File: src/rtl/conv_pass_scheduler_if.sv
// Bundle between conv_pass_scheduler and its neighbours: the command decoder
// (start/config), convolution_layer (control strobes, conv_done) and the
// activation BRAM (read strobe/address).
// Optional macro CONV_SCHED_TIMEOUT_EN adds the sticky timeout flag.
interface conv_pass_scheduler_if #(
    parameter int AddrBits    = 28,
    parameter int ChannelBits = 10,
    parameter int MatrixBits  = 14
);
    logic                   start;
    logic [ChannelBits-1:0] channel_count;
    logic [MatrixBits-1:0]  matrix_size;
    logic [AddrBits-1:0]    base_addr;
    logic                   conv_done;

    logic                   act_rd_en;
    logic [AddrBits-1:0]    act_addr;
    logic                   layer_en;
    logic                   layer_rst;
    logic                   accumulate;
    logic                   save;
    logic [ChannelBits-1:0] channel;
    logic                   busy;
    logic                   done;
`ifdef CONV_SCHED_TIMEOUT_EN
    logic                   timeout;
`endif

    // Scheduler side
    modport master (
`ifdef CONV_SCHED_TIMEOUT_EN
        output timeout,
`endif
        input  start, channel_count, matrix_size, base_addr, conv_done,
        output act_rd_en, act_addr, layer_en, layer_rst, accumulate, save,
        output channel, busy, done
    );

    // Environment side (decoder, layer, memory, bench)
    modport slave (
`ifdef CONV_SCHED_TIMEOUT_EN
        input  timeout,
`endif
        output start, channel_count, matrix_size, base_addr, conv_done,
        input  act_rd_en, act_addr, layer_en, layer_rst, accumulate, save,
        input  channel, busy, done
    );
endinterface

File: src/rtl/conv_pass_scheduler.sv
// conv_pass_scheduler: runs convolution_layer once per input channel.
// Per channel: one layer_rst pulse, matrix_size^2 consecutive activation
// reads, then wait for conv_done. Channel 0 overwrites, later channels
// accumulate, only the last channel saves. Addresses run contiguously across
// channels. All outputs are registered.
// Optional macro CONV_SCHED_TIMEOUT_EN: 16-bit DRAIN watchdog with sticky
// timeout flag on the interface.
module conv_pass_scheduler #(
    parameter int AddrBits    = 28,
    parameter int ChannelBits = 10,
    parameter int MatrixBits  = 14
) (
    input  logic                  clk_i,
    input  logic                  rst_i,
    conv_pass_scheduler_if.master bus
);
    localparam int PixBits = 2 * MatrixBits;

    typedef enum logic [2:0] {IDLE, CLEAR, STREAM, DRAIN, FINISH} state_t;

    state_t                 state_reg;
    logic [ChannelBits-1:0] count_reg;
    logic [ChannelBits-1:0] ch_reg;
    logic [PixBits-1:0]     size_sq_reg;
    logic [PixBits-1:0]     pix_reg;
    logic [AddrBits-1:0]    addr_reg;
    logic                   rd_en_reg;
    logic                   layer_en_reg;
    logic                   layer_rst_reg;
    logic                   acc_reg;
    logic                   save_reg;
    logic                   busy_reg;
    logic                   done_reg;
`ifdef CONV_SCHED_TIMEOUT_EN
    logic [15:0]            wd_reg;
    logic                   timeout_reg;
`endif

    // Channel sequencer: state, counters and every registered output
    always_ff @(posedge clk_i) begin
        if (rst_i) begin
            state_reg     <= IDLE;
            count_reg     <= '0;
            ch_reg        <= '0;
            size_sq_reg   <= '0;
            pix_reg       <= '0;
            addr_reg      <= '0;
            rd_en_reg     <= 1'b0;
            layer_en_reg  <= 1'b0;
            layer_rst_reg <= 1'b0;
            acc_reg       <= 1'b0;
            save_reg      <= 1'b0;
            busy_reg      <= 1'b0;
            done_reg      <= 1'b0;
`ifdef CONV_SCHED_TIMEOUT_EN
            wd_reg        <= '0;
            timeout_reg   <= 1'b0;
`endif
        end else begin
            case (state_reg)
                IDLE: begin
                    done_reg <= 1'b0;
                    if (bus.start) begin
                        count_reg   <= bus.channel_count;
                        size_sq_reg <= {{MatrixBits{1'b0}}, bus.matrix_size}
                                     * {{MatrixBits{1'b0}}, bus.matrix_size};
                        ch_reg      <= '0;
                        pix_reg     <= '0;
                        busy_reg    <= 1'b1;
`ifdef CONV_SCHED_TIMEOUT_EN
                        timeout_reg <= 1'b0;
`endif
                        // A matrix smaller than the 3x3 kernel yields no output
                        if (bus.channel_count == '0 || bus.matrix_size < MatrixBits'(3)) begin
                            state_reg <= FINISH;
                            done_reg  <= 1'b1;
                        end else begin
                            state_reg     <= CLEAR;
                            addr_reg      <= bus.base_addr;
                            layer_rst_reg <= 1'b1;
                            acc_reg       <= 1'b0;
                            save_reg      <= (bus.channel_count == ChannelBits'(1));
                        end
                    end
                end
                CLEAR: begin
                    layer_rst_reg <= 1'b0;
                    layer_en_reg  <= 1'b0;
                    rd_en_reg     <= 1'b1;
                    pix_reg       <= '0;
                    state_reg     <= STREAM;
                end
                STREAM: begin
                    // Address keeps counting past the last pixel so the next
                    // channel starts right behind this one
                    addr_reg     <= addr_reg + AddrBits'(1);
                    layer_en_reg <= 1'b1;
                    if (pix_reg == size_sq_reg - PixBits'(1)) begin
                        rd_en_reg <= 1'b0;
                        state_reg <= DRAIN;
`ifdef CONV_SCHED_TIMEOUT_EN
                        wd_reg    <= '0;
`endif
                    end else begin
                        pix_reg <= pix_reg + PixBits'(1);
                    end
                end
                DRAIN: begin
                    if (bus.conv_done) begin
                        layer_en_reg <= 1'b0;
                        if (ch_reg == count_reg - ChannelBits'(1)) begin
                            state_reg <= FINISH;
                            done_reg  <= 1'b1;
                        end else begin
                            ch_reg        <= ch_reg + ChannelBits'(1);
                            layer_rst_reg <= 1'b1;
                            acc_reg       <= 1'b1;
                            save_reg      <= (ch_reg + ChannelBits'(1) == count_reg - ChannelBits'(1));
                            state_reg     <= CLEAR;
                        end
`ifdef CONV_SCHED_TIMEOUT_EN
                    end else if (wd_reg == 16'hFFFE) begin
                        // 65535th DRAIN cycle without conv_done: give up
                        timeout_reg  <= 1'b1;
                        done_reg     <= 1'b1;
                        layer_en_reg <= 1'b0;
                        state_reg    <= FINISH;
                    end else begin
                        wd_reg <= wd_reg + 16'd1;
`endif
                    end
                end
                FINISH: begin
                    done_reg     <= 1'b0;
                    busy_reg     <= 1'b0;
                    layer_en_reg <= 1'b0;
                    acc_reg      <= 1'b0;
                    save_reg     <= 1'b0;
                    ch_reg       <= '0;
                    state_reg    <= IDLE;
                end
                default: state_reg <= IDLE;
            endcase
        end
    end

    assign bus.act_rd_en  = rd_en_reg;
    assign bus.act_addr   = addr_reg;
    assign bus.layer_en   = layer_en_reg;
    assign bus.layer_rst  = layer_rst_reg;
    assign bus.accumulate = acc_reg;
    assign bus.save       = save_reg;
    assign bus.channel    = ch_reg;
    assign bus.busy       = busy_reg;
    assign bus.done       = done_reg;
`ifdef CONV_SCHED_TIMEOUT_EN
    assign bus.timeout    = timeout_reg;
`endif
endmodule

File: src/flat_wrapper.sv
// flat-port wrapper written by rule: the top's interface ports become plain ports
module conv_pass_scheduler_flat 
#(
    parameter int AddrBits    = 28,
    parameter int ChannelBits = 10,
    parameter int MatrixBits  = 14
)
  (clk_i, rst_i, bus_start, bus_channel_count, bus_matrix_size, bus_base_addr, bus_conv_done, bus_act_rd_en, bus_act_addr, bus_layer_en, bus_layer_rst, bus_accumulate, bus_save, bus_channel, bus_busy, bus_done);
  conv_pass_scheduler_if #(.AddrBits(AddrBits), .ChannelBits(ChannelBits), .MatrixBits(MatrixBits)) bus_i ();
  input  logic clk_i;
  input  logic rst_i;
  input wire logic [$bits(bus_i.start)-1:0] bus_start;
  input wire logic [$bits(bus_i.channel_count)-1:0] bus_channel_count;
  input wire logic [$bits(bus_i.matrix_size)-1:0] bus_matrix_size;
  input wire logic [$bits(bus_i.base_addr)-1:0] bus_base_addr;
  input wire logic [$bits(bus_i.conv_done)-1:0] bus_conv_done;
  output wire logic [$bits(bus_i.act_rd_en)-1:0] bus_act_rd_en;
  output wire logic [$bits(bus_i.act_addr)-1:0] bus_act_addr;
  output wire logic [$bits(bus_i.layer_en)-1:0] bus_layer_en;
  output wire logic [$bits(bus_i.layer_rst)-1:0] bus_layer_rst;
  output wire logic [$bits(bus_i.accumulate)-1:0] bus_accumulate;
  output wire logic [$bits(bus_i.save)-1:0] bus_save;
  output wire logic [$bits(bus_i.channel)-1:0] bus_channel;
  output wire logic [$bits(bus_i.busy)-1:0] bus_busy;
  output wire logic [$bits(bus_i.done)-1:0] bus_done;
  assign bus_i.start = bus_start;
  assign bus_i.channel_count = bus_channel_count;
  assign bus_i.matrix_size = bus_matrix_size;
  assign bus_i.base_addr = bus_base_addr;
  assign bus_i.conv_done = bus_conv_done;
  assign bus_act_rd_en = bus_i.act_rd_en;
  assign bus_act_addr = bus_i.act_addr;
  assign bus_layer_en = bus_i.layer_en;
  assign bus_layer_rst = bus_i.layer_rst;
  assign bus_accumulate = bus_i.accumulate;
  assign bus_save = bus_i.save;
  assign bus_channel = bus_i.channel;
  assign bus_busy = bus_i.busy;
  assign bus_done = bus_i.done;
  conv_pass_scheduler #(.AddrBits(AddrBits), .ChannelBits(ChannelBits), .MatrixBits(MatrixBits)) u_core (.clk_i(clk_i), .rst_i(rst_i), .bus(bus_i));
endmodule
File: config.mk
export PLATFORM = sky130hd
export DESIGN_NAME = conv_pass_scheduler_flat
export DESIGN_NICKNAME = d
export VERILOG_FILES = /design/src/rtl/conv_pass_scheduler_if.sv /design/src/rtl/conv_pass_scheduler.sv /design/src/flat_wrapper.sv
export SDC_FILE = /design/constraint.sdc
export NUM_CORES = 1
export LEC_CHECK = 0
export BUFFER_PORTS_ARGS = -buffer_cell sky130_fd_sc_hd__buf_4
export CORE_MARGIN = 2
export CORE_UTILIZATION = 38
export CTS_BUF_LIST = sky130_fd_sc_hd__clkbuf_4
export DETAILED_ROUTE_END_ITERATION = 7
export GPL_TIMING_DRIVEN = 0
export RECOVER_POWER = 25
export SKIP_LAST_GASP = 1
export SYNTH_ARGS = -nofsm -noshare
export SYNTH_HDL_FRONTEND = slang
export SYNTH_SLANG_ARGS = --single-unit
export TNS_END_PERCENT = 1
File: constraint.sdc
create_clock -name clk_i -period 9.3 [get_ports clk_i]
set_clock_uncertainty 0.1 [all_clocks]
set_input_delay 0.93 -clock clk_i [delete_from_list [all_inputs] [get_ports clk_i]]
set_output_delay 0.93 -clock clk_i [all_outputs]
set_load 0.005 [all_outputs]
==> results of run 1 <==
## Yosys cell counts, drive strengths merged (29+ instances only)
cell type  instances  area, um^2
nor3              30         155
clkbuf            65         244
xor2              36         315
and2              33         206
nand3             52         260
o21ai             69         345
dfxtp            113        2260
ha                97        1210
nand2            182         683
a21oi            121         609
fa               113        2260
nand4             29         188
inv              184         691
nor2              84         315
xnor2             45         394
or3               34         213
## cell type report
class	count	share of cell area
Multi-Input combinational cell	1181	0.659
Antenna cell	1	0.000180
Clock inverter	10	0.00522
Sequential cell	113	0.163
Timing Repair Buffer	98	0.0511
Inverter	184	0.0497
Buffer	77	0.0224
Tap cell	442	0.0398
Clock buffer	19	0.0103
## routing by layer
layer	routed length, um	up-vias	part of all wire	global-route usage
met5	13	-	0.00037	0
met4	384	2	0.011	0.0397
met3	1670	32	0.047	0.0253
met2	16800	268	0.47	0.362
met1	16600	5421	0.47	0.291
li1	-	5549	-	-
## critical path: cells and delay by family
family / cells / cell delay (ps)
buffers and inverters: 5 / 1070
AOI/OAI and AO/OA: 5 / 1380
adders and majority gates: 7 / 3310
and+or+nand+nor: 4 / 1130
## worst max path at each step
stage | startpoint | to | slack [ps] | depth (start not counted)
floorplan | bus_matrix_size[2] | u_core.size_sq_reg[27] | 2260 | 21
global placement | bus_matrix_size[2] | u_core.size_sq_reg[27] | 1350 | 21
detailed placement | bus_matrix_size[2] | u_core.size_sq_reg[27] | 1360 | 21
CTS | bus_matrix_size[2] | u_core.size_sq_reg[27] | 1920 | 21
global route | bus_matrix_size[2] | u_core.size_sq_reg[27] | 1550 | 21
finish | bus_matrix_size[2] | u_core.size_sq_reg[27] | 1850 | 21
## metrics by stage
stage | power, mW | area, um^2 | hold WS (ps)
floorplan | 2.68 | 12400 | 348
global placement | 3.28 | 13700 | 360
detailed placement | 3.30 | 13700 | 369
CTS | 3.64 | 13900 | 383
global route | 4.04 | 13900 | 423
finish | 3.63 | 13900 | 375
## kinds of logic after synthesis
group                    Yosys count
AO/OA/AOI/OAI                    309
XOR/XNOR                          83
adder cells (fa/ha/maj)          210
buffers and inverters            261
flip-flops                       113
multiplexers                      11
AND/OR/NAND/NOR                  568
## power by group through the flow
stage | registers [mW] | logic (mW) | clock network [mW]
2_1_floorplan | 0.593 | 2.09 | 0
3_3_place_gp | 0.608 | 2.67 | 0
3_5_place_dp | 0.609 | 2.69 | 0
4_1_cts | 0.598 | 2.72 | 0.330
5_1_grt | 0.606 | 3.08 | 0.351
6_report | 0.600 | 2.70 | 0.327
==> results.tsv, run 1 <==
metric	value	unit
arrival	7840	ps
hold_viol_final	0	
rr_worst_depth	12	
fin_ws	1850	ps
leakage	6.27	nW
min_to	u_core.bus.layer_rst	
cts_buffers	17	
synth-simple-area-share	0.237	
postRouteAntennaNets	0	
grt_pass1_wl	57500	um
hp-start	u_core.bus.layer_rst	
seq_area	2260	um^2
path_clk_slew	110	ps
mostFrequentLayoutCells	184 x inv_1, 182 x nand2_1, 120 x a21oi_1, 113 x fa_1, 113 x dfxtp_1	
yosysSeqAreaShare	0.182	
finalCritPeriodShare	0.801	
synthAdderAreaFrac	0.280	
wire_per_inst	16.7	um
grt_usage	0.212	
max_freq	134	MHz
portBuffers	98	
drive_gt1_frac	0.0898	
cts_buffer_depth	2	
worstReg2RegEnd	u_core.pix_reg[12]	
maxCapViolCount	0	
wl	35500	um
final_common_cell	inv_1	
min_period	7450	ps
cpPeakStageDelay	660	ps
dp_slack	1360	ps
path_cells	clkbuf_1 -> clkbuf_1 -> nand2_1 -> fa_1 -> fa_1 -> inv_1 -> fa_1 -> fa_1 -> fa_1 -> inv_1 -> fa_1 -> inv_1 -> ha_1 -> a21o_1 -> a21o_1 -> a2111oi_0 -> o31ai_1 -> nor2_1 -> a31oi_1 -> or4b_2 -> nand3_1	
netlist_area	12400	um^2
yosys_warnings	0	
rsz0062_at_grt	no	
syn2layout_area_growth	11.9	%
drt-initial-drc-count	647	
io-pin-count	101	
synth_cells	1555	
overflow	0	
syn_area_per_cell	7.98	um^2
firstDrtPassIters	5	
hold_depth	2	
power.switching	1.80	mW
min_path_type	register to register	
cts_setup_buffers	0	
relSlewSlack	0.168	
startpoint_type	primary input	
grt_max_degree	17	
fill_cells	3361	
setup-tns-final	0	ps
worst_pin_slew	1240	ps
r2r_start	u_core.size_sq_reg[0]	
synthMuxAreaShare	0.00927	
place_congestion	0.886	
worstSetupEndpointType	register	
async_flop_share	0	
clock_power_share	0.090	
multi_input_area	9150	um^2
row_count	66	
worstSetupPathType	primary input to register	
cp.required	9700	ps
post-route-util	0.429	
finish.cell_count_without_fillers	2125	
yosysUniqueCellTypes	65	
cts_root_buf	clkbuf_4	
grt_pass1_vias	11000	
drv_slew	0	
setup_viol	0	
postCtsResizedCells	0	
htreeDepth	4	
seqPwrFrac	0.165	
critPathMaxFanout	10	
crit_slowest_cell	a2111oi_0	
outcome	finished clean	
drc	0	
cts_tree	done	
vias	11300	
dieHeight	185	um
antenna_found_initial	2	
layout.nets	1938	
clk_latency	560	ps
dp.cells	2095	
vdd_ir_drop_max	190	uV
die_w	185	um
die_area	34100	um^2
crit_top_cell	fa_1	
ys_seq_elements	113	
p_per_area	261	nW/um^2
combPwrFrac	0.745	
swShare	0.496	
cts.sinks	113	
start_util	0.384	
synth_top_family_by_area	adder cells	
intPower	1.83	mW
synth_compound_area_frac	0.150	
core_area	32400	um^2
r2r_slack	5290	ps
ys.flop_type	dfxtp_1	
dpl.hpwl	28500	um
synth-xor-area-share	0.0608	
synth_edf_count	0	
viasPerCell	5.30	
synth.net_count	1821	
cts_hold_buf	0	
(Power assumes the default switching activity.)
==> run 2, diff against run 1 <==
clock period = 6.29 ns   (was 9.3 ns; I/O delays follow)
==> results.tsv, run 2 (synthesis results as in run 1) <==
metric	value	unit
outcome	finished clean	
fill_cells	3348	
cts_tree	done	
viasPerCell	5.38	
drc	0	
cts_root_buf	clkbuf_4	
drt-initial-drc-count	757	
grt_pass1_wl	57400	um
place_area	13800	um^2
dieHeight	185	um
rsz0062_at_grt	no	
place_congestion	0.889	
fin_ws	202	ps
layout.nets	1928	
maxCapViolCount	0	
startpoint_type	primary input	
seq_area	2260	um^2
wl	35600	um
firstDrtPassIters	7	
fin_area	14200	um^2
cp.required	6670	ps
wire_per_inst	16.8	um
row_count	66	
dp_slack	-788	ps
core_area	32400	um^2
worst_pin_slew	1110	ps
setup-tns-final	0	ps
min_path_type	primary input to register	
worstSetupPathType	primary input to register	
top_usage_layer	met2	
setup_viol	0	
postRouteAntennaNets	0	
grt_max_degree	18	
max_freq	164	MHz
seqPwrFrac	0.151	
htreeDepth	4	
overflow	0	
multi_input_area	9230	um^2
drive_gt1_frac	0.106	
path_clk_slew	130	ps
portBuffers	98	
die_w	185	um
io-pin-count	101	
grt_usage	0.210	
swShare	0.479	
vias	11400	
cts_hold_buf	0	
dpl.hpwl	28800	um
min_period	6090	ps
worstSetupEndpointType	register	
mostFrequentLayoutCells	184 x inv_1, 180 x nand2_1, 118 x a21oi_1, 113 x dfxtp_1, 112 x fa_1	
finalCritPeriodShare	0.968	
start_util	0.384	
critPathMaxFanout	10	
power.switching	2.83	mW
grt_pass1_vias	11200	
clock_power_share	0.120	
cts.sinks	113	
vdd_ir_drop_max	471	uV
die_area	34100	um^2
final_common_cell	inv_1	
leakage	6.38	nW
cts_buffer_depth	2	
cts_buffers	17	
use_met3	0.0251	
antenna_found_initial	2	
clk_latency	560	ps
grt_use_met1	0.287	
syn2layout_area_growth	14.0	%
power.total	5.90	mW
combPwrFrac	0.729	
relSlewSlack	0.255	
hold_viol_final	0	
finish.cell_count_without_fillers	2118	
met2_usage	0.354	
intPower	3.07	mW
p_per_area	417	nW/um^2
arrival	6470	ps
drv_slew	0	
dp.cells	2095	
[run 2: cell types whose count changed in the layout (fill, tap and decap cells not counted), moves of 2 or more]
cell / before / now
clkinv_1: 2 / 0
clkbuf_1: 72 / 54
a21oi_2: 1 / 3
clkinv_4: 0 / 2
bufinv_16: 1 / 6
a21oi_1: 120 / 118
clkbuf_4: 50 / 52
clkinvlp_4: 0 / 2
clkinv_2: 7 / 3
ha_1: 97 / 95
nand2_2: 0 / 2
buf_6: 2 / 5
nand2_1: 182 / 180
[run 2: path summary, 6_finish.rpt]
kind / depth (start not counted) / endpoint / start / slack (ps)
max: 21 / u_core.size_sq_reg[27] / bus_matrix_size[3] / 200
min: 3 / u_core.count_reg[3] / bus_channel_count[3] / 220
min reg2reg: 2 / u_core.count_reg[5] / u_core.count_reg[5] / 390
max reg2reg: 12 / u_core.pix_reg[14] / u_core.size_sq_reg[0] / 2340
[run 2: repair_timing]
| action | in CTS | in global routing |
|---|---|---|
| endpoints found under the setup margin | 4 | 4 |
| resized for setup | 6 | 22 |
| pin swaps | 0 | 3 |
| hold endpoints to repair | 0 | 0 |
| setup buffers | 0 | 1 |
[run 2: power groups by stage]
stage | clock (mW) | sequential [mW] | combinational, mW
final | 0.711 | 0.889 | 4.30
after global routing | 0.751 | 0.900 | 4.84
after CTS | 0.720 | 0.887 | 4.19
after detailed placement | 0 | 0.903 | 4.14
after global placement | 0 | 0.901 | 4.10
after floorplan | 0 | 0.877 | 3.23
[run 2: layout make-up]
type / instances / share of cell area
Clock inverter: 14 / 0.0167
Timing Repair Buffer: 99 / 0.0514
Multi-Input combinational cell: 1181 / 0.652
Sequential cell: 113 / 0.160
Clock buffer: 18 / 0.00954
Buffer: 66 / 0.0224
Inverter: 184 / 0.0488
Tap cell: 442 / 0.0391
Antenna cell: 1 / 0.000177
[run 2: through the flow]
stage,util,hold slack (ps)
6_report,0.437,223
5_1_grt,0.437,199
4_1_cts,0.436,198
3_5_place_dp,0.425,379
3_3_place_gp,0.425,376
2_1_floorplan,-,348
[run 2: critical path, stage by stage]
cell	delay [ps]
buf_4	160
buf_6	180
nand2_1	120
fa_1	490
fa_1	490
inv_1	50
fa_1	560
fa_1	450
fa_1	540
inv_1	50
fa_1	500
inv_1	40
ha_1	250
a21o_1	200
a21o_1	210
a2111oi_4	400
o31ai_2	140
nor2_2	130
a31oi_1	110
or4b_2	650
nand3_1	110
[run 2: layer usage]
layer | part of all wire | vias up
met2 | 0.47 | 302
met4 | 0.018 | 0
li1 | - | 5538
met1 | 0.47 | 5518
met5 | 0 | -
met3 | 0.049 | 44
